### config.mk
export PLATFORM = sky130hd
export DESIGN_NAME = axi_wr_issue
export DESIGN_NICKNAME = d
export VERILOG_FILES = /design/src/rtl/axi_pkg.sv /design/src/rtl/axi_wr_issue.sv
export SDC_FILE = /design/constraint.sdc
export NUM_CORES = 1
export LEC_CHECK = 0
export CORE_MARGIN = 2
export CORE_UTILIZATION = 62
export CTS_CLUSTER_SIZE = 24
export DETAILED_ROUTE_END_ITERATION = 6
export DONT_BUFFER_PORTS = 1
export GPL_TIMING_DRIVEN = 0
export PLACE_DENSITY = 0.78
export SETUP_SLACK_MARGIN = 0.4
export SYNTH_ARGS = -nofsm -noshare
export SYNTH_HDL_FRONTEND = slang
export SYNTH_SLANG_ARGS = --single-unit
### constraint.sdc
create_clock -name clk -period 2.6 [get_ports clk]
set_clock_uncertainty 0.2 [all_clocks]
set_input_delay 0.52 -clock clk [delete_from_list [all_inputs] [get_ports clk]]
set_output_delay 0.52 -clock clk [all_outputs]
set_load 0.005 [all_outputs]
### src/rtl/axi_pkg.sv
// Shared AXI write-issue definitions: FSM encoding, AXI field constants and a size helper.
package axi_pkg;

   typedef enum logic [1:0] {
      IDLE  = 2'd0,
      ISSUE = 2'd1,
      RESP  = 2'd2
   } state_t;

   localparam logic [1:0] RESP_OKAY  = 2'b00;
   localparam logic [1:0] BURST_INCR = 2'b01;

   // AXI size code for a full-width beat: log2 of the bus width in bytes.
   function automatic logic [2:0] axsize(input int dw);
      logic [2:0] s;
      s = 3'd0;
      for (int i = 0; i < 8; i++)
         if ((8 << i) == dw) s = 3'(i);
      return s;
   endfunction

endpackage

### src/rtl/axi_wr_issue.sv
// Pops one {wstrb, addr, data} FIFO entry and issues it as a single-beat AXI4 write; >=3 cycles/write.
// One transaction outstanding; AW/W valids hold until their own ready, B is bounded by a TOVAL-cycle timeout.
module axi_wr_issue
   import axi_pkg::*;
#(
   parameter int AXAW   = 32,
   parameter int AXDW   = 32,
   parameter int TOVAL  = 1023,
   parameter int FIFODW = AXDW/8 + AXAW + AXDW
) (
   input  logic                clk,
   input  logic                rst,
   input  logic                rqempty,
   input  logic [FIFODW-1:0]   rdata,
   output logic                rnext,
   output logic [AXAW-1:0]     awaddr,
   output logic [7:0]          awlen,
   output logic [2:0]          awsize,
   output logic [1:0]          awburst,
   output logic                awvalid,
   input  logic                awready,
   output logic [AXDW-1:0]     wdata,
   output logic [AXDW/8-1:0]   wstrb,
   output logic                wlast,
   output logic                wvalid,
   input  logic                wready,
   input  logic [1:0]          bresp,
   input  logic                bvalid,
   output logic                bready,
   output logic                busy,
   output logic [15:0]         wr_cnt,
   output logic                err_resp,
   output logic                err_tout
);

   localparam int SW = AXDW/8;
   localparam int TW = $clog2(TOVAL + 1);

   state_t         state;
   logic [TW-1:0]  tcnt;
   logic           aw_hold;
   logic           w_hold;

   assign rnext   = (state == IDLE) && !rqempty && !rst;
   assign awlen   = 8'd0;
   assign awsize  = axsize(AXDW);
   assign awburst = BURST_INCR;
   assign wlast   = wvalid;
   assign busy    = (state != IDLE);

   // A valid survives the edge only if its ready was not sampled high.
   always_comb begin
      aw_hold = awvalid && !awready;
      w_hold  = wvalid && !wready;
   end

   always_ff @(posedge clk) begin
      if (rst) begin
         state    <= IDLE;
         awvalid  <= 1'b0;
         wvalid   <= 1'b0;
         bready   <= 1'b0;
         awaddr   <= '0;
         wdata    <= '0;
         wstrb    <= '0;
         tcnt     <= '0;
         wr_cnt   <= 16'd0;
         err_resp <= 1'b0;
         err_tout <= 1'b0;
      end else begin
         case (state)
            IDLE: begin
               if (!rqempty) begin
                  wstrb   <= rdata[FIFODW-1 -: SW];
                  awaddr  <= rdata[AXDW +: AXAW];
                  wdata   <= rdata[AXDW-1:0];
                  awvalid <= 1'b1;
                  wvalid  <= 1'b1;
                  state   <= ISSUE;
               end
            end
            ISSUE: begin
               awvalid <= aw_hold;
               wvalid  <= w_hold;
               if (!aw_hold && !w_hold) begin
                  bready <= 1'b1;
                  tcnt   <= '0;
                  state  <= RESP;
               end
            end
            RESP: begin
               // A response arriving on the final timeout cycle still wins.
               if (bvalid) begin
                  wr_cnt <= wr_cnt + 16'd1;
                  if (bresp != RESP_OKAY) err_resp <= 1'b1;
                  bready <= 1'b0;
                  state  <= IDLE;
               end else if (tcnt == TW'(TOVAL - 1)) begin
                  err_tout <= 1'b1;
                  bready   <= 1'b0;
                  state    <= IDLE;
               end else begin
                  tcnt <= tcnt + 1'b1;
               end
            end
            default: begin
               state <= IDLE;
            end
         endcase
      end
   end

endmodule

# Word level (Yosys, flattened, before mapping)
# Cells that the tools add are included.
# Widths: inputs -> output; s select.
# word_totals
reg_bits,101
in_bits,76
wordCells,63
# classes
addsub,2
n_eq_ne,8
n_mux,16
bitwise_logic,2
n_reduce_logical,24
# ops
operator,count
$mux 10,3
$pmux 10 s2,1
$add 16x1->16 const B,1
$reduce_and 3->1,4
$add 10x1->10 const B,1
$eq 10x10->1 const B,1
$mux 2,4
$ne 2x2->1 const B,4
$reduce_bool 2->1,4
$logic_not 1->1,6
$pmux 1 s2,3
$pmux 2 s3,1
$reduce_and 2->1,3
$logic_and 1x1->1,5
$mux 1,4
$reduce_and 4->1,1
$ne 3x3->1 const B,1
$eq 2x1->1 const B,1
$eq 2x2->1 const B,1
$logic_not 2->1,1
$not 1->1,2

# Depth between registers and ports, before layout
# Gate-level depths: netlist of the first run.
# depth
depth_word,6
depth_mapped,7
depth_no_buf,6

# Worst setup path before layout of the first run
# OpenSTA, ideal clock, no wires.
# synth_path
path_kind,input-to-reg
startpoint,in bvalid
endpoint,reg wr_cnt[15]
arrival_time_ps,1688
t_required_ps,2330
slack_ps,642
stages,5
path_buffers,1
cell_sequence,nand3b_4 -> or3_1 -> clkbuf_1 -> or4_1 -> a21oi_1
# synth_via
elab_chain_len,1
# synth_rtl
item,line_no,rtl
from (decl),axi_wr_issue.sv:28,"input logic bvalid,"
$reduce_and 2->1 (no line),n/a,
to (signal assigned),axi_wr_issue.sv:94,wr_cnt <= wr_cnt + 16'd1;
to (decl),axi_wr_issue.sv:31,"output logic [15:0] wr_cnt,"
# Every way passes these cells.
# A chain may end at the register's enable or synchronous reset.

# Worst setup path after layout of the first run
# layout_path
startpoint,reg state[1]
endpoint,out rnext
# layout_via
elab_chain_len,3
# layout_rtl
item,line_no,rtl
from (decl),axi_wr_issue.sv:39,state_t state;
from (signal assigned),axi_wr_issue.sv:59,state <= IDLE;
from (signal assigned),axi_wr_issue.sv:79,state <= ISSUE;
from (signal assigned),axi_wr_issue.sv:88,state <= RESP;
$logic_not 2->1,axi_wr_issue.sv:44,assign rnext = (state == IDLE) && !rqempty && !rst;
$logic_and 1x1->1 (2 in series),axi_wr_issue.sv:44,
to (decl),axi_wr_issue.sv:15,"output logic rnext,"
# Every way passes these cells.

==> key figures, run 1 <==
Run status
  • Outcome: complete, no violations

Worst setup path
  • Required arrival time at the worst endpoint: 1880 ps
  • Arr. time, crit path: 1420 ps
  • Worst setup EP type: output pin
  • Reg2Reg Setup Slack: 520 ps
  • Delay of the slowest cell on the worst path: 350 ps
  • Critical Path, Cell by Cell: clkbuf_4 -> nor2_4 -> nand2_2 -> clkbuf_8 -> nor2_1
  • Crit-path max FO: 10
  • Setup Crit Path Kind: reg -> out
  • Type of origin of the critical path: register
  • Critical Path Slowest Stage Cell: sky130_fd_sc_hd__dfxtp_2

Clock tree
  • Total number of H-tree levels: 3
  • CTS hold repair buffers: 0
  • TritonCTS clock tree: done
  • Post-CTS clock slew at the launch and capture registers of the worst setup and hold paths: 110 ps
  • Number of sinks on the clock net: 101
  • Library cell used as clock root buffer: sky130_fd_sc_hd__clkbuf_8
  • Buffer levels on the longest clock path: 2
  • Clk_lat worst skew: 360 ps
  • Number of CTS-inserted buffers: 9

Layout
  • Layout Nets: 615
  • P&R area growth vs syn: 9.66%
  • Storage element area: 2020 um^2
  • Footprint of the multi-input gates: 1830 um^2
  • Filler Cells Inserted: 537
  • Diode count: 0
  • Fraction of layout cells with a size suffix above 1: 0.0924

Routing
  • Pre-Repair DR Iteration Count: 5
  • Via count normalized by instance count: 5.72
  • Amount of wire on met2 after detailed routing: 4860 um
  • Routed length on met1: 3910 um
  • Top routing layer in use: met4
  • Remaining number of nets flagged by the antenna check after routing: 0
  • Met3 wire len: 1040 um
  • Post-detailed-route wirelength per cell: 16.2 um
  • DRC violation count after routing: 0
  • Overall routed net length: 10000 um
  • Routed via count: 3537
  • Number of violations reported at the end of detailed-routing iteration 0: 185

Power and ir drop
  • Combinational fraction of design power: 0.103
  • Cell internal pwr: 2.12 mW
  • Total power per unit cell area: 667 nW/um^2
  • Share of power burned in registers: 0.572
  • Fraction of power consumed by the clock network: 0.326
  • Switching component of the power: 0.860 mW
  • Worst ir drop on vdd: 0.511 mV
  • Share of total power consumed by net switching: 0.289
  • Cell leakage power: 1.70 nW

Timing
  • Unrepaired setup endpoints after global routing: no
  • Slew @ Worst Pin: 521 ps
  • Min Clock Period, post-route: 2140 ps
  • Fmax: 467 MHz
  • Smallest hold slack: 68.2 ps
  • Final setup violation count: 0
  • Worst slew margin: 0.653
  • Final slew viol count: 0
  • Ratio of final minimum period to clock period: 0.824
  • Final Hold Fails: 0
  • Setup TNS: 0 ps

Synth
  • Average size of a mapped cell: 7.94 um^2
  • Asr flop ratio synth: 0
  • Post-synthesis cell type count: 47
  • Number of enable-type register cells in the synthesized netlist: 0
  • Seq cells post-synth: 101
  • Netlist area before placement: 4070 um^2
  • Seq/Total Area, Yosys: 0.497
  • Number of warnings printed during yosys synthesis: 0
  • Synthesized netlist cell count: 512
  • Ys flop type: sky130_fd_sc_hd__dfxtp_1

Floorplan
  • Row count: 29
  • Initial core utilization: 0.640
  • Width of the chip: 85.0 um
  • Number of placed I/O pins: 181
  • Total die area: 7220 um^2
  • Core region area: 6350 um^2
  • Die Ht: 85.0 um

Global route
  • Vias in the first global route: 3227
  • Global routing usage summed across all routing layers: 0.261
  • Number of antenna violations at the first check in global routing: 0
  • Maximum number of pins on one net before global-route repair: 20
  • Global-route wire length before repair: 15200 um
  • Remaining Overflow, GRT: 0

Min path
  • Hold Path Class: in -> reg

Placed design
  • Placed wire-length estimate after detailed placement: 7350 um
  • Count of port buffers added during placement: 0
  • Final weighted congestion of routability-driven global placement: 0.808

Run
  • Number of max-cap violations: 0
==> kinds of logic (layout without fill, tap and decap cells) <==
kind of cell               count (synthesis)  after routing  synth area share
and+or+nand+nor                          217            217             0.237
AOI/OAI and AO/OA                        120            120             0.165
DFF                                      101            101             0.497
buffers and inverters                     59             77            0.0686
xor gates and xnor gates                  10             10            0.0215
adders and majority gates                  3              3           0.00923
other                                      2             13           0.00185
==> cells in the mapped netlist, types with 3 or more instances <==
| library cell | instances | area share |
|---|---|---|
| sky130_fd_sc_hd__ha_1 | 3 | 0.0092 |
| sky130_fd_sc_hd__and4_1 | 5 | 0.011 |
| sky130_fd_sc_hd__nand3_1 | 11 | 0.014 |
| sky130_fd_sc_hd__dfxtp_1 | 101 | 0.50 |
| sky130_fd_sc_hd__or3_1 | 5 | 0.0077 |
| sky130_fd_sc_hd__inv_1 | 13 | 0.012 |
| sky130_fd_sc_hd__xnor2_1 | 4 | 0.0086 |
| sky130_fd_sc_hd__clkbuf_1 | 26 | 0.024 |
| sky130_fd_sc_hd__nor2_1 | 22 | 0.020 |
| sky130_fd_sc_hd__o21ai_0 | 15 | 0.018 |
| sky130_fd_sc_hd__nand2_1 | 149 | 0.14 |
| sky130_fd_sc_hd__nand4_1 | 6 | 0.0092 |
| sky130_fd_sc_hd__a31oi_1 | 3 | 0.0046 |
| sky130_fd_sc_hd__or4_1 | 4 | 0.0074 |
| sky130_fd_sc_hd__buf_4 | 14 | 0.026 |
| sky130_fd_sc_hd__a21oi_1 | 84 | 0.10 |
| sky130_fd_sc_hd__and3_1 | 3 | 0.0046 |
| sky130_fd_sc_hd__xor2_1 | 6 | 0.013 |
| sky130_fd_sc_hd__buf_2 | 4 | 0.0049 |
==> critical path: cells and delay by family, from the launching register on <==
kind	cells	cell delay, ps
buffers and inverters	2	360
DFF	1	350
and+or+nand+nor	3	350
==> registers in the layout (all words and copies together), names as in the netlist <==
| name | flops |
|---|---|
| state | 2 |
| wstrb | 4 |
| err_resp | 1 |
| awvalid | 1 |
| bready | 1 |
| err_tout | 1 |
| awaddr | 32 |
| wdata | 32 |
| tcnt | 10 |
| wr_cnt | 16 |
| wlast | 1 |
==> power groups by stage <==
stage / sequential (mW) / combinational [mW] / clock, mW
after floorplan: 1.71 / 0.227 / 0
after global placement: 1.73 / 0.276 / 0
after detailed placement: 1.74 / 0.287 / 0
after CTS: 1.70 / 0.298 / 0.977
after global routing: 1.71 / 0.343 / 1.05
final: 1.70 / 0.305 / 0.969
==> final cells by class <==
| cell class | instances | share of cell area |
|---|---|---|
| Clock buffer | 9 | 0.0278 |
| Inverter | 13 | 0.0109 |
| Multi-Input combinational cell | 363 | 0.411 |
| Sequential cell | 101 | 0.454 |
| Timing Repair Buffer | 2 | 0.00337 |
| Tap cell | 77 | 0.0216 |
| Clock inverter | 7 | 0.0157 |
| Buffer | 46 | 0.0556 |
==> cell usage in the layout (no fill, tap or decap), types with 2 or more instances in the layout <==
cell,count
sky130_fd_sc_hd__ha_1,3
sky130_fd_sc_hd__inv_8,2
sky130_fd_sc_hd__buf_2,2
sky130_fd_sc_hd__clkbuf_2,2
sky130_fd_sc_hd__nand4_1,6
sky130_fd_sc_hd__or3_1,5
sky130_fd_sc_hd__a31oi_1,3
sky130_fd_sc_hd__and3_1,3
sky130_fd_sc_hd__nand3_1,11
sky130_fd_sc_hd__o21ai_0,15
sky130_fd_sc_hd__inv_1,13
sky130_fd_sc_hd__and4_1,5
sky130_fd_sc_hd__clkinv_4,2
sky130_fd_sc_hd__or4_1,4
sky130_fd_sc_hd__dfxtp_2,2
sky130_fd_sc_hd__a21oi_1,84
sky130_fd_sc_hd__a22oi_1,2
sky130_fd_sc_hd__xor2_1,6
sky130_fd_sc_hd__nand2_1,148
sky130_fd_sc_hd__nor2_1,20
sky130_fd_sc_hd__clkbuf_4,2
sky130_fd_sc_hd__xnor2_1,4
sky130_fd_sc_hd__nor2b_1,2
sky130_fd_sc_hd__buf_4,16
sky130_fd_sc_hd__nor4b_1,2
sky130_fd_sc_hd__dfxtp_1,99
sky130_fd_sc_hd__conb_1,13
sky130_fd_sc_hd__nor2_4,2
sky130_fd_sc_hd__a211o_1,2
sky130_fd_sc_hd__clkbuf_1,25
sky130_fd_sc_hd__clkbuf_8,10
==> path summary, 6_finish.rpt <==
| path | startpoint | endpoint | cells past startpoint |
|---|---|---|---|
| max | state[1] | rnext | 5 |
| min | rdata[42] | awaddr[10] | 2 |
| max reg2reg | wr_cnt[3] | wr_cnt[15] | 5 |
| min reg2reg | awaddr[20] | awaddr[20] | 2 |
==> metal layers <==
layer  vias to the layer above  GRT usage
met5                         -          0
met4                         0     0.0967
met3                        20     0.0817
met2                       180      0.439
met1                      1600      0.313
li1                       1737          -
==> repair_timing <==
item,CTS,global route
gates resized for setup,7,8
setup buffers,2,0
setup endpoints to repair,61,30
endpoints found under the hold margin,0,0
pin swaps,1,0
==> stage by stage <==
step           utilization  instance area [um^2]  cells  power (mW)  worst slack [ps]
6_report             0.702                  4460    618        2.97               458
5_1_grt              0.702                  4460    618        3.10               407
4_1_cts              0.699                  4440    618        2.98               404
3_5_place_dp         0.662                  4200    600        2.02               199
3_3_place_gp         0.662                  4200    600        2.01               226
2_1_floorplan            -                  4110    523        1.94               642
Power figures use the tool's default switching activity.
==> run 2, diff against run 1 <==
--- a/config.mk
+++ b/config.mk
@@ -5,13 +5,14 @@
 export SDC_FILE = /design/constraint.sdc
 export NUM_CORES = 1
 export LEC_CHECK = 0
+export ABC_AREA = 1
 export CORE_MARGIN = 2
-export CORE_UTILIZATION = 62
+export CORE_UTILIZATION = 56
 export CTS_CLUSTER_SIZE = 24
 export DETAILED_ROUTE_END_ITERATION = 6
 export DONT_BUFFER_PORTS = 1
 export GPL_TIMING_DRIVEN = 0
-export PLACE_DENSITY = 0.78
+export PLACE_DENSITY = 0.74
 export SETUP_SLACK_MARGIN = 0.4
 export SYNTH_ARGS = -nofsm -noshare
 export SYNTH_HDL_FRONTEND = slang
==> constraint.sdc (replaced) <==
create_clock -name clk -period 1.9 [get_ports clk]
set_clock_uncertainty 0.2 [all_clocks]
set_input_delay 0.38 -clock clk [delete_from_list [all_inputs] [get_ports clk]]
set_output_delay 0.38 -clock clk [all_outputs]
set_load 0.005 [all_outputs]
==> run 2 against run 1 <==
  * The flow now finishes with violations (negative hold slack)
  * Via count grew 18%
  * Sequential share of layout area shrank 9.9 points
  * Sequential power grew 41%
  * Power grew 53%
  * Register-to-register slack lost 310 ps
  * Synthesized cell count grew 11%
  * Largest power group unchanged
  * Critical path depth grew 4
  * Critical endpoint is now bready
  * Clock power grew 50%
  * Global-route usage grew 3.9 points
  * Combinational power grew 130%
  * Setup slack lost 240 ps
==> key figures, run 2 <==
Synth
  • Netlist area before placement: 4240 um^2
  • Synthesized netlist cell count: 566
  • Number of warnings printed during yosys synthesis: 0
  • Post-synthesis cell type count: 38
  • Synthesized-area fraction occupied by xor and xnor cells: 0.00827
  • Ranking of synthesized cells by instance count: sky130_fd_sc_hd__nor2_1 (165), sky130_fd_sc_hd__dfxtp_1 (101), sky130_fd_sc_hd__o21ai_0 (75), sky130_fd_sc_hd__nand2_1 (56), sky130_fd_sc_hd__inv_1 (36)
  • Post-synthesis mux area share: 0
  • Average size of a mapped cell: 7.49 um^2
  • Top post-synthesis cells by area: sky130_fd_sc_hd__dfxtp_1 (48%), sky130_fd_sc_hd__nor2_1 (15%), sky130_fd_sc_hd__o21ai_0 (8.9%)
  • Share of Yosys cell area claimed by the top area cell type: 0.477
  • Number of enable-type register cells in the synthesized netlist: 0
  • Seq/Total Area, Yosys: 0.477
  • Asr flop ratio synth: 0
  • Seq cells post-synth: 101
  • Basic-gate share of the synthesized area counting and, or, nand and nor cells: 0.273
  • Cell taking the most area after synthesis: sky130_fd_sc_hd__dfxtp_1
  • Fraction of the mapped netlist area in adder cells: 0.00886
  • Ys flop type: sky130_fd_sc_hd__dfxtp_1
  • Compound-gate portion of the synthesized area: 0.135
  • Largest family of logic cells by synthesized area: simple AND/OR/NAND/NOR gates
  • Most frequently used cell type in the post-synthesis netlist: sky130_fd_sc_hd__nor2_1

Routing
  • Number of violations reported at the end of detailed-routing iteration 0: 230
  • Via count normalized by instance count: 5.40
  • DRC violation count after routing: 0
  • Pre-Repair DR Iteration Count: 5
  • Post-detailed-route wirelength per cell: 16.2 um
  • Overall routed net length: 12600 um
  • Remaining number of nets flagged by the antenna check after routing: 0
  • Routed via count: 4190

Power and ir drop
  • Worst ir drop on vdd: 0.393 mV
  • Cell internal pwr: 3.23 mW
  • Final Total Pwr: 4.55 mW
  • Total power per unit cell area: 786 nW/um^2
  • Share of total power consumed by net switching: 0.289
  • Switching component of the power: 1.31 mW
  • Cell leakage power: 2.48 nW
  • Share of power burned in registers: 0.528
  • Fraction of power consumed by the clock network: 0.319
  • Combinational fraction of design power: 0.153

Timing
  • Smallest hold slack: -4.03 ps
  • Ratio of final minimum period to clock period: 0.887
  • Unrepaired setup endpoints after global routing: yes
  • Slew @ Worst Pin: 747 ps
  • Setup TNS: 0 ps
  • Min Clock Period, post-route: 1690 ps
  • Final slew viol count: 0
  • Final Hold Fails: 1
  • Worst slew margin: 0.502
  • Fmax: 593 MHz
  • Final setup violation count: 0

Placed design
  • Final weighted congestion of routability-driven global placement: 0.868
  • Placed Instance Area: 4400 um^2
  • Count of port buffers added during placement: 0
  • Placed wire-length estimate after detailed placement: 7660 um

Layout
  • Share of the core filled with cells in the final layout: 0.793
  • Diode count: 0
  • Layout Nets: 751
  • Area of all placed cells without fillers: 5780 um^2
  • Top Registers: awaddr (32), wdata (32), wr_cnt (16)
  • Most common cell after layout, fill and taps aside: sky130_fd_sc_hd__nor2_1
  • Most used cells in the layout excluding fill and tap cells: sky130_fd_sc_hd__nor2_1 (157), sky130_fd_sc_hd__dfxtp_1 (87), sky130_fd_sc_hd__dlygate4sd3_1 (59)
  • P&R area growth vs syn: 36.5%
  • Fraction of layout cells with a size suffix above 1: 0.227

Run status
  • Outcome: finished with violations
  • Failing checks: negative hold slack

Min path
  • Hold Path Depth: 2
  • Hold Path Class: in -> reg

Clock tree
  • Library cell used as clock root buffer: sky130_fd_sc_hd__clkbuf_8
  • Post-CTS clock slew at the launch and capture registers of the worst setup and hold paths: 100 ps
  • Clk_lat worst skew: 370 ps
  • Total number of H-tree levels: 3
  • Buffer levels on the longest clock path: 2
  • Number of CTS-inserted buffers: 9
  • Number of sinks on the clock net: 101
  • TritonCTS clock tree: done

Worst setup path
  • Required arrival time at the worst endpoint: 1970 ps
  • Reg2Reg Setup Slack: 210 ps
  • Crit-path max FO: 7
  • Worst setup EP type: register
  • Arr. time, crit path: 1750 ps
  • Worst Reg-to-Reg Cells: 9
  • Type of origin of the critical path: register
  • Setup Crit Path Kind: reg -> reg

Global route
  • M3 GR Usage: 0.0896
  • Global-route wire length before repair: 20000 um
  • Global routing met1 resource utilization: 0.316
  • Grt met2 use: 0.533
  • Vias in the first global route: 4169
  • Remaining Overflow, GRT: 0
  • Global routing usage summed across all routing layers: 0.299
  • Number of antenna violations at the first check in global routing: 0
  • Maximum number of pins on one net before global-route repair: 20
  • Routing layer with the top usage in global route: met2

Floorplan
  • Core region area: 7290 um^2
  • Initial core utilization: 0.581
  • Row count: 31
  • Die Ht: 91.0 um
  • Number of placed I/O pins: 181
  • Total die area: 8280 um^2
  • Width of the chip: 91.0 um

Run
  • Number of max-cap violations: 0
run 2: cell types whose count changed in the layout (fill, tap and decap cells not counted), moves of 40 or more:
cell                            previous run  this run
sky130_fd_sc_hd__dlygate4sd3_1             0        59
sky130_fd_sc_hd__a21oi_1                  84        11
sky130_fd_sc_hd__nand2_1                 148        48
sky130_fd_sc_hd__o21ai_0                  15        55
sky130_fd_sc_hd__nor2_1                   20       157
run 2: repair_timing:
item	in CTS	in global routing
cloned	2	0
buffers inserted	19	4
resized for setup	64	66
hold buffers	59	0
hold endpoints to repair	59	0
pin swaps	17	14
setup endpoints to repair	93	80
run 2: area by class of cell:
class	count	area, um^2
fillers	475	1510
multi-input cells	395	2110
clock inverters	7	88.8
flip-flops and latches	101	2050
plain buffers	40	282
inverters	41	184
repair buffers	84	818
clock buffers	9	124
well taps	99	124
run 2: through the flow:
step | setup slack, ps | cells
floorplan | 403 | 577
global placement | 232 | 676
detailed placement | 207 | 676
CTS | 182 | 772
global route | 155 | 776
finish | 215 | 776
run 2: path summary, 6_finish.rpt:
| path | start | end |
|---|---|---|
| max | tcnt[0] | bready |
| min | rdata[41] | awaddr[9] |
| max reg2reg | tcnt[0] | bready |
| min reg2reg | wr_cnt[3] | wr_cnt[3] |
run 2: cells by family (layout without fill, tap and decap cells):
kind of cell	after synthesis	count (layout)
other cells	2	13
xor+xnor	4	4
compound gates	106	106
buf+inv	81	181
flops	101	101
fa+ha+maj	3	3
simple gates	269	269
run 2: power groups by stage:
stage	clock network (mW)	logic (mW)	registers (mW)
after global routing	1.56	0.770	2.41
after floorplan	0	0.363	2.41
final	1.45	0.697	2.40
after global placement	0	0.428	2.45
after detailed placement	0	0.449	2.45
after CTS	1.47	0.633	2.40
run 2: metal layers:
layer  routed length, um  vias up
met1                4570     1914
met5                   0        -
met4                 606        0
li1                    -     1996
met3                1030       58
met2                6410      222
run 2: critical path, cell delays in order (launching register included):
cell and delay [ps]:
sky130_fd_sc_hd__dfxtp_4 370, sky130_fd_sc_hd__inv_4 60, sky130_fd_sc_hd__ha_4 120, sky130_fd_sc_hd__nand3_2 60, sky130_fd_sc_hd__nor2_1 100, sky130_fd_sc_hd__nand2_1 90
sky130_fd_sc_hd__nand2_2 130, sky130_fd_sc_hd__buf_6 170, sky130_fd_sc_hd__clkinv_8 90, sky130_fd_sc_hd__o21a_1 170
==> run 3, diff against run 2 <==
--- a/config.mk
+++ b/config.mk
@@ -5,14 +5,13 @@
 export SDC_FILE = /design/constraint.sdc
 export NUM_CORES = 1
 export LEC_CHECK = 0
-export ABC_AREA = 1
 export CORE_MARGIN = 2
-export CORE_UTILIZATION = 56
+export CORE_UTILIZATION = 62
 export CTS_CLUSTER_SIZE = 24
 export DETAILED_ROUTE_END_ITERATION = 6
 export DONT_BUFFER_PORTS = 1
 export GPL_TIMING_DRIVEN = 0
-export PLACE_DENSITY = 0.74
+export PLACE_DENSITY = 0.78
 export SETUP_SLACK_MARGIN = 0.4
 export SYNTH_ARGS = -nofsm -noshare
 export SYNTH_HDL_FRONTEND = slang
==> constraint.sdc (replaced) <==
create_clock -name clk -period 1.6 [get_ports clk]
set_clock_uncertainty 0.2 [all_clocks]
set_input_delay 0.32 -clock clk [delete_from_list [all_inputs] [get_ports clk]]
set_output_delay 0.32 -clock clk [all_outputs]
set_load 0.005 [all_outputs]
==> run 3 against run 2 <==
  * The flow now stops in clock tree synthesis
  * Synthesized cell count shrank 9.5%
  * Area after synthesis shrank 4.0%
==> key figures, run 3 <==
Floorplan
  • Initial core utilization: 0.640
  • Die Ht: 85.0 um
  • Width of the chip: 85.0 um
  • Number of placed I/O pins: 181
  • Row count: 29

Synth
  • Number of warnings printed during yosys synthesis: 0
  • Most frequently used cell type in the post-synthesis netlist: sky130_fd_sc_hd__nand2_1
  • Share of Yosys cell area claimed by the top area cell type: 0.497
  • Ys flop type: sky130_fd_sc_hd__dfxtp_1
  • Top post-synthesis cells by area: sky130_fd_sc_hd__dfxtp_1 (50%), sky130_fd_sc_hd__nand2_1 (14%), sky130_fd_sc_hd__a21oi_1 (10%)
  • Number of enable-type register cells in the synthesized netlist: 0
  • Asr flop ratio synth: 0
  • Ranking of synthesized cells by instance count: sky130_fd_sc_hd__nand2_1 (149), sky130_fd_sc_hd__dfxtp_1 (101), sky130_fd_sc_hd__a21oi_1 (84), sky130_fd_sc_hd__clkbuf_1 (26), sky130_fd_sc_hd__nor2_1 (22)
  • Average size of a mapped cell: 7.94 um^2
  • Cell taking the most area after synthesis: sky130_fd_sc_hd__dfxtp_1
  • Post-synthesis cell type count: 47
  • Netlist area before placement: 4070 um^2
  • Seq/Total Area, Yosys: 0.497
  • Synthesized netlist cell count: 512
  • Seq cells post-synth: 101

Clock tree
  • Buffer levels on the longest clock path: 2
  • Post CTS Setup Buffer Count: 31
  • Number of sinks on the clock net: 101
  • CTS hold repair buffers: 71
  • Total number of H-tree levels: 3
  • Post-cts repair resize count: 222
  • Library cell used as clock root buffer: sky130_fd_sc_hd__clkbuf_8
  • Number of CTS-inserted buffers: 9

Placed design
  • Worst setup timing slack at the placement stage: -314 ps
  • Final weighted congestion of routability-driven global placement: 0.863
  • Count of port buffers added during placement: 0
  • Cell total after placement: 600
  • Placed wire-length estimate after detailed placement: 7190 um
  • Placed Instance Area: 4400 um^2

Run status
  • Last stage reached: clock tree synthesis
  • Outcome: did not finish
  • Tool error: [ERROR DPL-0033] detailed placement checks failed during check placement.
-- run 3: logic make-up after synthesis --
kind of cell | Yosys count | synth area share
xor gates and xnor gates | 10 | 0.0215
adders and majority gates | 3 | 0.00923
DFF | 101 | 0.497
other | 2 | 0.00185
buffers and inverters | 59 | 0.0686
AOI/OAI and AO/OA | 120 | 0.165
and+or+nand+nor | 217 | 0.237
-- run 3: stage by stage --
step                       util  TNS [ps]  hold slack (ps)
after detailed placement  0.693    -10950              262
after global placement    0.693     -8690              258
after floorplan               -     -1170              250
==> run 4, diff against run 3 <==
--- a/config.mk
+++ b/config.mk
@@ -6,13 +6,11 @@
 export NUM_CORES = 1
 export LEC_CHECK = 0
 export CORE_MARGIN = 2
-export CORE_UTILIZATION = 62
-export CTS_CLUSTER_SIZE = 24
+export CORE_UTILIZATION = 40
 export DETAILED_ROUTE_END_ITERATION = 6
 export DONT_BUFFER_PORTS = 1
 export GPL_TIMING_DRIVEN = 0
-export PLACE_DENSITY = 0.78
-export SETUP_SLACK_MARGIN = 0.4
+export PLACE_DENSITY_LB_ADDON = 0.15
 export SYNTH_ARGS = -nofsm -noshare
 export SYNTH_HDL_FRONTEND = slang
 export SYNTH_SLANG_ARGS = --single-unit
==> run 4 against run 3 <==
  * The flow now finishes, with violations (negative setup slack)
==> key figures, run 4 (synthesis results as in run 1) <==
Timing
  • Final slew viol count: 0
  • Slew @ Worst Pin: 788 ps
  • Min Clock Period, post-route: 1800 ps
  • Final setup violation count: 85
  • Final Hold Fails: 0
  • Fmax: 555 MHz
  • Setup TNS: -9940 ps
  • Ratio of final minimum period to clock period: 1.13
  • Worst slew margin: 0.475
  • Unrepaired setup endpoints after global routing: yes
  • Final worst setup slack: -202 ps

Layout
  • Diode count: 0
  • Most used cells in the layout excluding fill and tap cells: sky130_fd_sc_hd__nand2_1 (87), sky130_fd_sc_hd__dfxtp_1 (76), sky130_fd_sc_hd__dlygate4sd3_1 (71)
  • Top Registers: awaddr (32), wdata (32), wr_cnt (16)
  • Fraction of layout cells with a size suffix above 1: 0.421
  • P&R area growth vs syn: 63.1%
  • Final cell count without fillers: 774
  • Layout Nets: 715
  • Most common cell after layout, fill and taps aside: sky130_fd_sc_hd__nand2_1
  • Filler Cells Inserted: 769
  • Share of the core filled with cells in the final layout: 0.675

Floorplan
  • Width of the chip: 105 um
  • Die Ht: 105 um
  • Row count: 36
  • Core region area: 9820 um^2
  • Total die area: 11000 um^2
  • Initial core utilization: 0.414
  • Number of placed I/O pins: 181

Min path
  • Worst-case hold path end point: wlast
  • Hold Path Class: in -> reg
  • Hold Path Depth: 3
  • Launch instance of the worst min-delay path: wready

Placed design
  • Count of port buffers added during placement: 0
  • Worst setup timing slack at the placement stage: -351 ps
  • Placed wire-length estimate after detailed placement: 7870 um
  • Cell total after placement: 656
  • Final weighted congestion of routability-driven global placement: 0.804

Global route
  • Global-route wire length before repair: 20100 um
  • Remaining Overflow, GRT: 0
  • Number of antenna violations at the first check in global routing: 0
  • Maximum number of pins on one net before global-route repair: 19
  • Vias in the first global route: 4011
  • Global routing usage summed across all routing layers: 0.224

Clock tree
  • Number of CTS-inserted buffers: 9
  • Clk_lat worst skew: 350 ps
  • Number of sinks on the clock net: 101
  • Buffer levels on the longest clock path: 2
  • Library cell used as clock root buffer: sky130_fd_sc_hd__clkbuf_8
  • Post-CTS clock slew at the launch and capture registers of the worst setup and hold paths: 110 ps
  • TritonCTS clock tree: done
  • Total number of H-tree levels: 3

Worst setup path
  • Worst Reg-to-Reg Cells: 4
  • Critical Path, Cell by Cell: nand3_4 -> or3_4 -> or4_4 -> a21oi_2
  • Worst setup EP type: register
  • Reg2Reg Capture Point: wr_cnt[15]
  • Arr. time, crit path: 1890 ps
  • Type of origin of the critical path: register
  • Required arrival time at the worst endpoint: 1690 ps
  • Reg2Reg Setup Slack: -200 ps
  • Critical Path Slowest Stage Cell: sky130_fd_sc_hd__or4_4
  • Crit-path max FO: 4
  • Startpoint of the most critical register-to-register path: wr_cnt[4]
  • Setup Crit Path Kind: reg -> reg
  • Delay of the slowest cell on the worst path: 490 ps

Routing
  • Number of violations reported at the end of detailed-routing iteration 0: 204
  • Overall routed net length: 13700 um
  • Pre-Repair DR Iteration Count: 4
  • Via count normalized by instance count: 5.27
  • DRC violation count after routing: 0
  • Routed via count: 4080
  • Remaining number of nets flagged by the antenna check after routing: 0
  • Post-detailed-route wirelength per cell: 17.6 um

Run status
  • Failing checks: negative setup slack
  • Outcome: finished with violations

Power and ir drop
  • Total power per unit cell area: 832 nW/um^2
  • Cell leakage power: 2.64 nW
  • Worst ir drop on vdd: 0.534 mV
  • Final Total Pwr: 5.52 mW

Run
  • Number of max-cap violations: 0
[run 4: power by group]
part | total [mW] | leakage (nW) | internal, mW | switching, mW
clock | 1.60 | 0.101 | 0.644 | 0.958
sequential | 2.76 | 0.841 | 2.64 | 0.123
combinational | 1.16 | 1.70 | 0.568 | 0.590
total | 5.52 | 2.64 | 3.85 | 1.67
[run 4: metrics by stage]
step / cell area [um^2] / hold WS [ps]
floorplan: 4190 / 250
global placement: 4350 / 259
detailed placement: 4350 / 263
CTS: 5930 / 5.66
global route: 6630 / 48.3
finish: 6630 / 23.9
[run 4: cell type report]
| class | instances | area [um^2] | area share |
|---|---|---|---|
| buffer | 42 | 365 | 0.0551 |
| clock buffer | 10 | 138 | 0.0208 |
| clock inverter | 6 | 53.8 | 0.00811 |
| inverter | 13 | 53.8 | 0.00811 |
| multi-input combinational | 363 | 2650 | 0.399 |
| sequential | 101 | 2080 | 0.314 |
| tap | 133 | 166 | 0.0251 |
| timing repair buffer | 106 | 1130 | 0.170 |
[run 4: worst max-delay path by stage]
stage	endpoint	start	slack, ps	cells after the start
final	wr_cnt[15]	wr_cnt[4]	-200	4
after global routing	wr_cnt[15]	wr_cnt[2]	-260	4
after CTS	wr_cnt[15]	state[0]	-230	4
after detailed placement	tcnt[3]	awvalid	-350	5
after global placement	tcnt[7]	wlast	-340	5
after floorplan	wr_cnt[15]	state[0]	-190	5
[run 4: layer usage]
metal / track usage / share of wire / vias to the layer above
li1: - / - / 1944
met4: 0.0695 / 0.014 / 0
met1: 0.263 / 0.41 / 1969
met3: 0.0680 / 0.074 / 20
met2: 0.391 / 0.51 / 147
met5: 0 / 0 / -
[run 4: repair_timing]
action	in CTS	in global routing
cloned	7	2
buffers inserted	20	7
hold buffers	71	0
hold endpoints to repair	72	0
resized for setup	123	183
endpoints found under the setup margin	88	94
pin swaps	44	110
[run 4: worst max-delay path: cells and delay by family, from the launching register on]
| kind | cells | cell delay [ps] |
|---|---|---|
| compound gates | 1 | 140 |
| flops | 1 | 400 |
| simple gates | 3 | 990 |
